===== config.mk =====
export PLATFORM = sky130hd
export DESIGN_NAME = ula_div
export DESIGN_NICKNAME = d
export VERILOG_FILES = /design/src/rtl/ula_div_pkg.sv /design/src/rtl/ula_div_step.sv /design/src/rtl/ula_div.sv
export SDC_FILE = /design/constraint.sdc
export NUM_CORES = 1
export LEC_CHECK = 0
export BUFFER_PORTS_ARGS = -buffer_cell sky130_fd_sc_hd__clkbuf_2
export CORE_ASPECT_RATIO = 1.2
export CORE_MARGIN = 2
export CORE_UTILIZATION = 44
export CTS_BUF_LIST = sky130_fd_sc_hd__clkbuf_8
export DETAILED_ROUTE_END_ITERATION = 10
export SLEW_MARGIN = 25
export SYNTH_ARGS = -nofsm -noshare
export SYNTH_HDL_FRONTEND = slang
export SYNTH_HIERARCHICAL = 1
export SYNTH_SLANG_ARGS = --single-unit
export TNS_END_PERCENT = 10

===== constraint.sdc =====
create_clock -name clock -period 2.79 [get_ports clock]
set_clock_uncertainty 0.2 [all_clocks]
set_input_delay 0.558 -clock clock [delete_from_list [all_inputs] [get_ports clock]]
set_output_delay 0.558 -clock clock [all_outputs]
set_load 0.1 [all_outputs]

===== src/rtl/ula_div_pkg.sv =====
// Shared NanoRisc defines: ULA operation codes, datapath width
// and the divider FSM state encodings.
package ula_div_pkg;

    localparam int ULA_WIDTH = 8;

    typedef enum logic [3:0] {
        ULA_ADD = 4'd0,
        ULA_SUB = 4'd1,
        ULA_AND = 4'd2,
        ULA_OR  = 4'd3,
        ULA_XOR = 4'd4,
        ULA_SLT = 4'd5,
        ULA_DIV = 4'd6
    } ula_op_t;

    typedef enum logic [1:0] {
        S_IDLE = 2'd0,
        S_RUN  = 2'd1,
        S_DONE = 2'd2
    } div_state_t;

    localparam logic [3:0] DIV_STEPS = 4'd8;

endpackage


===== src/rtl/ula_div_step.sv =====
// One restoring-division step: shift in the next dividend bit,
// subtract the divisor when it fits.
module div_step #(
    parameter int WIDTH = 8
) (
    input  logic [WIDTH-1:0] i_rem,
    input  logic             i_msb,
    input  logic [WIDTH-1:0] i_div,
    output logic [WIDTH-1:0] o_rem,
    output logic             o_qbit
);

    logic [WIDTH:0] w_shift;
    logic [WIDTH:0] w_div;
    logic [WIDTH:0] w_diff;

    // Remainder stays below the divisor, so the 9-bit shifted value
    // minus the divisor always fits back into WIDTH bits.
    assign w_shift = {i_rem, i_msb};
    assign w_div   = {1'b0, i_div};
    assign w_diff  = w_shift - w_div;
    assign o_qbit  = (w_shift >= w_div);
    assign o_rem   = o_qbit ? w_diff[WIDTH-1:0] : w_shift[WIDTH-1:0];

endmodule


===== src/rtl/ula_div.sv =====
// Multi-cycle unsigned restoring divider for the NanoRisc ULA:
// fixed 8-step latency, divide-by-zero short-cut to DONE.
module ula_div
    import ula_div_pkg::*;
#(
    parameter int WIDTH = ULA_WIDTH
) (
    input  logic             clock,
    input  logic             reset,
    input  logic             start,
    input  logic [WIDTH-1:0] A,
    input  logic [WIDTH-1:0] B,
    output logic             busy,
    output logic             done,
    output logic [WIDTH-1:0] quotient,
    output logic [WIDTH-1:0] remainder,
    output logic             zero,
    output logic             div_zero
);

    div_state_t       r_state;
    div_state_t       w_next;
    logic [3:0]       r_cnt;
    logic [WIDTH-1:0] r_a;
    logic [WIDTH-1:0] r_b;
    logic [WIDTH-1:0] r_rem;
    logic [WIDTH-1:0] r_q;
    logic [WIDTH-1:0] w_rem;
    logic             w_qbit;
    logic [WIDTH-1:0] w_qnext;
    logic             w_last;
    logic             w_bzero;

    div_step #(.WIDTH(WIDTH)) u_step (
        .i_rem  (r_rem),
        .i_msb  (r_a[WIDTH-1]),
        .i_div  (r_b),
        .o_rem  (w_rem),
        .o_qbit (w_qbit)
    );

    assign w_qnext = {r_q[WIDTH-2:0], w_qbit};
    assign w_last  = (r_cnt == DIV_STEPS - 4'd1);
    assign w_bzero = (B == '0);

    always_ff @(posedge clock) begin
        if (reset) begin
            r_state <= S_IDLE;
        end else begin
            r_state <= w_next;
        end
    end

    always_comb begin
        w_next = r_state;
        busy   = 1'b0;
        done   = 1'b0;
        unique case (r_state)
            S_IDLE: begin
                if (start) begin
                    w_next = w_bzero ? S_DONE : S_RUN;
                end
            end
            S_RUN: begin
                busy = 1'b1;
                if (w_last) begin
                    w_next = S_DONE;
                end
            end
            S_DONE: begin
                done   = 1'b1;
                w_next = S_IDLE;
            end
            default: w_next = S_IDLE;
        endcase
    end

    always_ff @(posedge clock) begin
        if (reset) begin
            r_cnt     <= '0;
            r_a       <= '0;
            r_b       <= '0;
            r_rem     <= '0;
            r_q       <= '0;
            quotient  <= '0;
            remainder <= '0;
            zero      <= 1'b1;
            div_zero  <= 1'b0;
        end else if (r_state == S_IDLE && start) begin
            if (w_bzero) begin
                quotient  <= '1;
                remainder <= A;
                zero      <= 1'b0;
                div_zero  <= 1'b1;
            end else begin
                r_a   <= A;
                r_b   <= B;
                r_cnt <= '0;
                r_rem <= '0;
                r_q   <= '0;
            end
        end else if (r_state == S_RUN) begin
            r_a   <= r_a << 1;
            r_rem <= w_rem;
            r_q   <= w_qnext;
            r_cnt <= r_cnt + 4'd1;
            if (w_last) begin
                quotient  <= w_qnext;
                remainder <= w_rem;
                zero      <= (w_qnext == '0);
                div_zero  <= 1'b0;
            end
        end
    end

endmodule


After elaboration in Yosys (flattened, before gate mapping). Index checks and enable logic that the tools add are counted.

Bits in read-only memories: 0. Word-level logic and storage cells: 65. Register bits: 55. RAM bits: 0. Bits of input ports: 19. Output and inout port bits: 20. Latch bits: 0. Memories kept: 0.

Bitwise logic cells: 1. Reductions and logical operators: 10. Multipliers: 0. Equality and inequality tests: 7. $lt $le $gt $ge: 1. Div/mod/pow operators: 0. Muxes and demuxes: 34. Add/sub/neg operators: 2. Shifts and indexed selects: 0.

Operators with widths (number): two-way mux 8 bit (15); logical NOT 8 bit (2); two-way mux 7 bit (2); two-way mux 4 bit (3); two-way mux 1 bit (10); greater-or-equal comparator 9 x 8 -> 1 bit (1); != test 2 bit (second input constant) (4); subtractor 8 bit (1); two-way mux 2 bit (3); AND reduction 2 bit (3); adder 4 x 1 -> 4 bit (second input constant) (1); equality test 4 x 3 -> 1 bit (second input constant) (1); case mux 2 bit (2 select lines) (1); nonzero test 2 bit (2); AND reduction 3 bit (1); equality test 2 x 1 -> 1 bit (second input constant) (1); equality test 2 bit (second input constant) (1); logical NOT 2 bit (1); logical AND 1 bit (1); NOT 1 bit (1).

Logic depth before layout (Yosys ltp).
Depth after elaboration: 5. Mapped depth: 12. Depth with buffers taken out: 11.

Modules after synthesis. The synthesis kept the hierarchy.

By module, submodules not included: ula_div (instances 1, area an instance 2173.3 um2, seq. area each 1101.1 um2, cells an instance 216); div_step (instances 1, area an instance 539.3 um2, seq. area each 0.0 um2, cells an instance 66).

Worst setup path before layout. Ideal clock, no wire load.

Kind: reg2reg. From: reg r_b[6]. To: reg remainder[2]. Path buffers: 1. Cell stages (with the launch flop): 11. Setup slack: 0.212 ns. Period minus slack after synthesis: 2.578 ns. Setup time: 0.134 ns. Data arrival time: 2.244 ns. Data required time: 2.456 ns. Path through: dfxtp_1 -> inv_1 -> ha_1 -> a21o_1 -> a2111oi_2 -> o21a_1 -> buf_6 -> mux2_4 -> nor2b_1 -> a221oi_1 -> a211oi_1.

Longest elaborated chain between the ends: 5.

Ends and longest elaborated chain: start: declaration (RTL line ula_div.sv:25) `logic [WIDTH-1:0] r_b;`; start signal: assignment (RTL line ula_div.sv:82) `r_b <= '0;`; start signal: assignment (RTL line ula_div.sv:97) `r_b <= B;`; greater-or-equal comparator 9 x 8 -> 1 bit (RTL line ula_div_step.sv:22) `assign o_qbit = (w_shift >= w_div);`; two-way mux 8 bit (RTL line ula_div_step.sv:23) `assign o_rem = o_qbit ? w_diff[WIDTH-1:0] : w_shift[WIDTH-1:0];`; net w_rem[2] (RTL line ula_div.sv:28) `logic [WIDTH-1:0] w_rem;`; two-way mux 8 bit (RTL line ula_div.sv:107) `if (w_last) begin`; two-way mux 8 bit (RTL line ula_div.sv:102) `end else if (r_state == S_RUN) begin`; two-way mux 8 bit (RTL line ula_div.sv:89) `end else if (r_state == S_IDLE && start) begin`; end signal: assignment (RTL line ula_div.sv:109) `remainder <= w_rem;`; end: declaration (RTL line ula_div.sv:16) `output logic [WIDTH-1:0] remainder,`.

The timed path passes the listed nets, and every way through them passes these cells. The select of a mux whose other input is x is not followed. A chain may end at the register's enable or synchronous reset.

Worst setup path in the final report.
From: reg r_a[7]. To: reg remainder[6].

Longest elaborated chain between the ends: 5. Elaborated cells between the ends (all ways): 6. Classes of those cells: add/sub: 1; order compare: 1; mux: 4.

Ends and longest elaborated chain: start: declaration (RTL line ula_div.sv:24) `logic [WIDTH-1:0] r_a;`; start signal: assignment (RTL line ula_div.sv:103) `r_a <= r_a << 1;`; subtractor 8 bit / greater-or-equal comparator 9 x 8 -> 1 bit (equally long branches) (RTL line ula_div_step.sv:21, ula_div_step.sv:22); two-way mux 8 bit * (RTL line ula_div_step.sv:23); net w_rem[6] (RTL line ula_div.sv:28); two-way mux 8 bit * (RTL line ula_div.sv:107); two-way mux 8 bit * (RTL line ula_div.sv:102); two-way mux 8 bit * (RTL line ula_div.sv:89).

Mark *: on every way through the listed nets, which the timed path passes. The rest lies on a longest branch. The select of a mux whose other input is x is not followed.

==> flow_summary.json <==
{
  "grt_max_degree": 20,
  "synth-edff-count": 0,
  "path_class": "reg2reg",
  "final_max_slew_viol_count": 0,
  "arrival_ns": 2.68,
  "gp_congestion": 0.859,
  "layout_min_cycle_time_ns": 2.70,
  "min_from": "quotient[0]",
  "yosys_warnings": 6,
  "num_rows": 31,
  "synth_largest_area_cell": "dfxtp_1",
  "whs_path_depth": 2,
  "clockBufferDepth": 2,
  "synthTopCellsByArea": "dfxtp_1 (41%), o221a_2 (5.4%), a22o_1 (5.2%), ha_1 (4.2%), mux2_4 (3.3%)",
  "fill_cells": 564,
  "grt_pass1_wl_um": 10100,
  "worst-r2r-setup-slack_ns": 0.09,
  "clock-sinks": 55,
  "firstDrtPassIters": 4,
  "fin_ws_ns": 0.0930,
  "ant_nets": 0,
  "drt-initial-drc-count": 100,
  "critPathCaptureType": "flip-flop",
  "fin_crit_sh": 0.967,
  "wirelength_um": 6080,
  "grt_pass1_vias": 2145,
  "preCtsSetupSlack_ns": 0.0389,
  "ir_drop_v": 0.000303,
  "grt.overflow.total": 0,
  "ctsHoldBuffers": 0,
  "cts_root_buf": "clkbuf_8",
  "core_um2": 6010,
  "yosys-top-cells-count": "dfxtp_1 (55), inv_1 (23), nor2_1 (23)",
  "r2r-start": "r_a[7]",
  "hold_path.class": "reg2reg",
  "netlist.area_leader.share": 0.406,
  "clk_pin_slew_ns": 0.10,
  "p_per_area_nw_per_um2": 665,
  "die-area_um2": 6810,
  "drive_gt1_frac": 0.332,
  "synthArstFlopShare": 0,
  "design_area_um2": 3200,
  "start_util": 0.451,
  "min_to": "quotient[0]",
  "antenna_found_initial": 0,
  "port-buffer-count": 38,
  "dpl_cell_area_um2": 3010,
  "dp_hpwl_um": 4530,
  "fp.dieH_um": 90.0,
  "met2_usage": 0.307,
  "postSynthCellCount": 282,
  "cts_max_level": 2,
  "worstSetupStartpointType": "flip-flop",
  "grt_util_all_layers": 0.186,
  "grtUsageMet3": 0.0381,
  "cts_tree": "yes",
  "max_freq_mhz": 371,
  "path_max_fanout": 3,
  "setup_viol": 0,
  "synth-main-ff-cell": "dfxtp_1",
  "io_pins": 39,
  "regToRegEndpoint": "remainder[6]",
  "busiest_layer": "met2",
  "p_leak_uw": 0.00133,
  "area.growth.synth_to_final_pct": 18.1,
  "cap_viol_max_count": 0,
  "cts_inserted_buffers": 5,
  "synth.most_common_cell": "dfxtp_1",
  "worstMarginPinSlew_ns": 0.553,
  "netlist_area_um2": 2710,
  "fp.dieW_um": 75.7,
  "synth-seq-cells": 55,
  "yosysSeqAreaShare": 0.406,
  "hold_violations": 0,
  "rsz0062_at_grt": "yes",
  "synth_area_per_cell_um2": 9.62,
  "route.detailed.drc": 0,
  "wl_per_cell_um": 14.9,
  "insertion_delay_ns": 0.30,
  "max_slew_margin": 0.633,
  "use_met1": 0.237,
  "worstPathRequired_ns": 2.77,
  "ys_types": 51,
  "final_nets": 354,
  "via_count": 2265,
  "status": "finished, final reports clean",
  "routed_via_density": 5.57,
  "synth_nets": 311,
  "worstRegToRegCells": 11,
  "antennaDiodeCount": 0
}
[routing by layer]
metal / part of all wire / up-vias / wire [µm]
li1: - / 1119 / -
met1: 0.46 / 1081 / 2800
met2: 0.48 / 57 / 2940
met3: 0.039 / 8 / 235
met4: 0.018 / 0 / 107
met5: 0 / - / 0
[cells in the final DEF (no fill, tap or decap), types with 4 or more instances in the layout]
cell type / instances
o221a_2: 13
mux2_4: 6
nor3_1: 4
clkbuf_2: 38
buf_4: 13
nand2_1: 18
inv_1: 23
a221oi_2: 4
a221oi_1: 4
dfxtp_1: 52
ha_1: 6
nor2_1: 23
nand3_1: 4
clkbuf_8: 5
a211oi_1: 10
nor4_1: 6
a21oi_1: 15
a22o_1: 16
nor2b_1: 9
[per-stage QoR]
step	util	power (µW)	cells	hold slack (ns)	TNS, ns
5_1_grt	0.533	2240	407	0.281	-0.0405
2_1_floorplan	-	1410	282	0.236	0
6_report	0.533	2130	407	0.258	0
3_5_place_dp	0.501	1580	399	0.248	0
3_3_place_gp	0.501	1580	399	0.244	0
4_1_cts	0.519	2100	406	0.262	0
[cell type report]
class | instances | area [µm²] | share of cell area
well taps | 82 | 103 | 0.0320
repair buffers | 52 | 308 | 0.0961
flip-flops and latches | 55 | 1100 | 0.345
clock inverters | 2 | 37.5 | 0.0117
multi-input cells | 187 | 1490 | 0.466
inverters | 24 | 90.1 | 0.0281
clock buffers | 5 | 68.8 | 0.0215
[critical path, cell delays in order, from the launching register on]
cell	delay, ns
dfxtp_2	0.33
inv_1	0.06
ha_2	0.20
fa_2	0.40
nor2b_2	0.14
o31a_1	0.19
nor4_1	0.06
a311o_1	0.32
mux2_4	0.27
nor2b_1	0.13
a221oi_2	0.18
a211oi_1	0.07
[registers in the layout, summed over array words and instances, names as in the netlist, 2 cells and up]
signal / flops
r_rem: 8
r_a: 8
r_b: 8
remainder: 8
quotient: 8
r_q: 7
r_state: 2
r_cnt: 4
[repair_timing]
item,CTS,global route
setup endpoints to repair,0,8
setup buffers,0,1
gates resized for setup,0,16
hold endpoints to repair,0,0
[worst max path at each step]
stage	startpoint	endpoint	slack, ns
detailed placement	r_a[7]	remainder[6]	0.04
finish	r_a[7]	remainder[6]	0.09
CTS	r_a[7]	remainder[6]	0.03
global route	r_a[7]	remainder[6]	-0.04
floorplan	r_b[6]	remainder[2]	0.21
global placement	r_b[1]	remainder[2]	0.09
[cells by family after synthesis]
| family | Yosys count | share of synthesized area |
|---|---|---|
| buffers and inverters | 40 | 0.0715 |
| AND/OR/NAND/NOR | 82 | 0.161 |
| adder cells (fa/ha/maj) | 10 | 0.0489 |
| flip-flops | 55 | 0.406 |
| multiplexers | 9 | 0.0447 |
| AO/OA/AOI/OAI | 83 | 0.258 |
| XOR/XNOR | 3 | 0.00969 |
[report_power, final]
group | switching, µW | total, µW | internal (µW)
Sequential | 35.4 | 862 | 826
Combinational | 356 | 755 | 399
Clock | 253 | 516 | 263
Total | 644 | 2130 | 1490
Note: power is estimated with default switching activity, not from simulation.
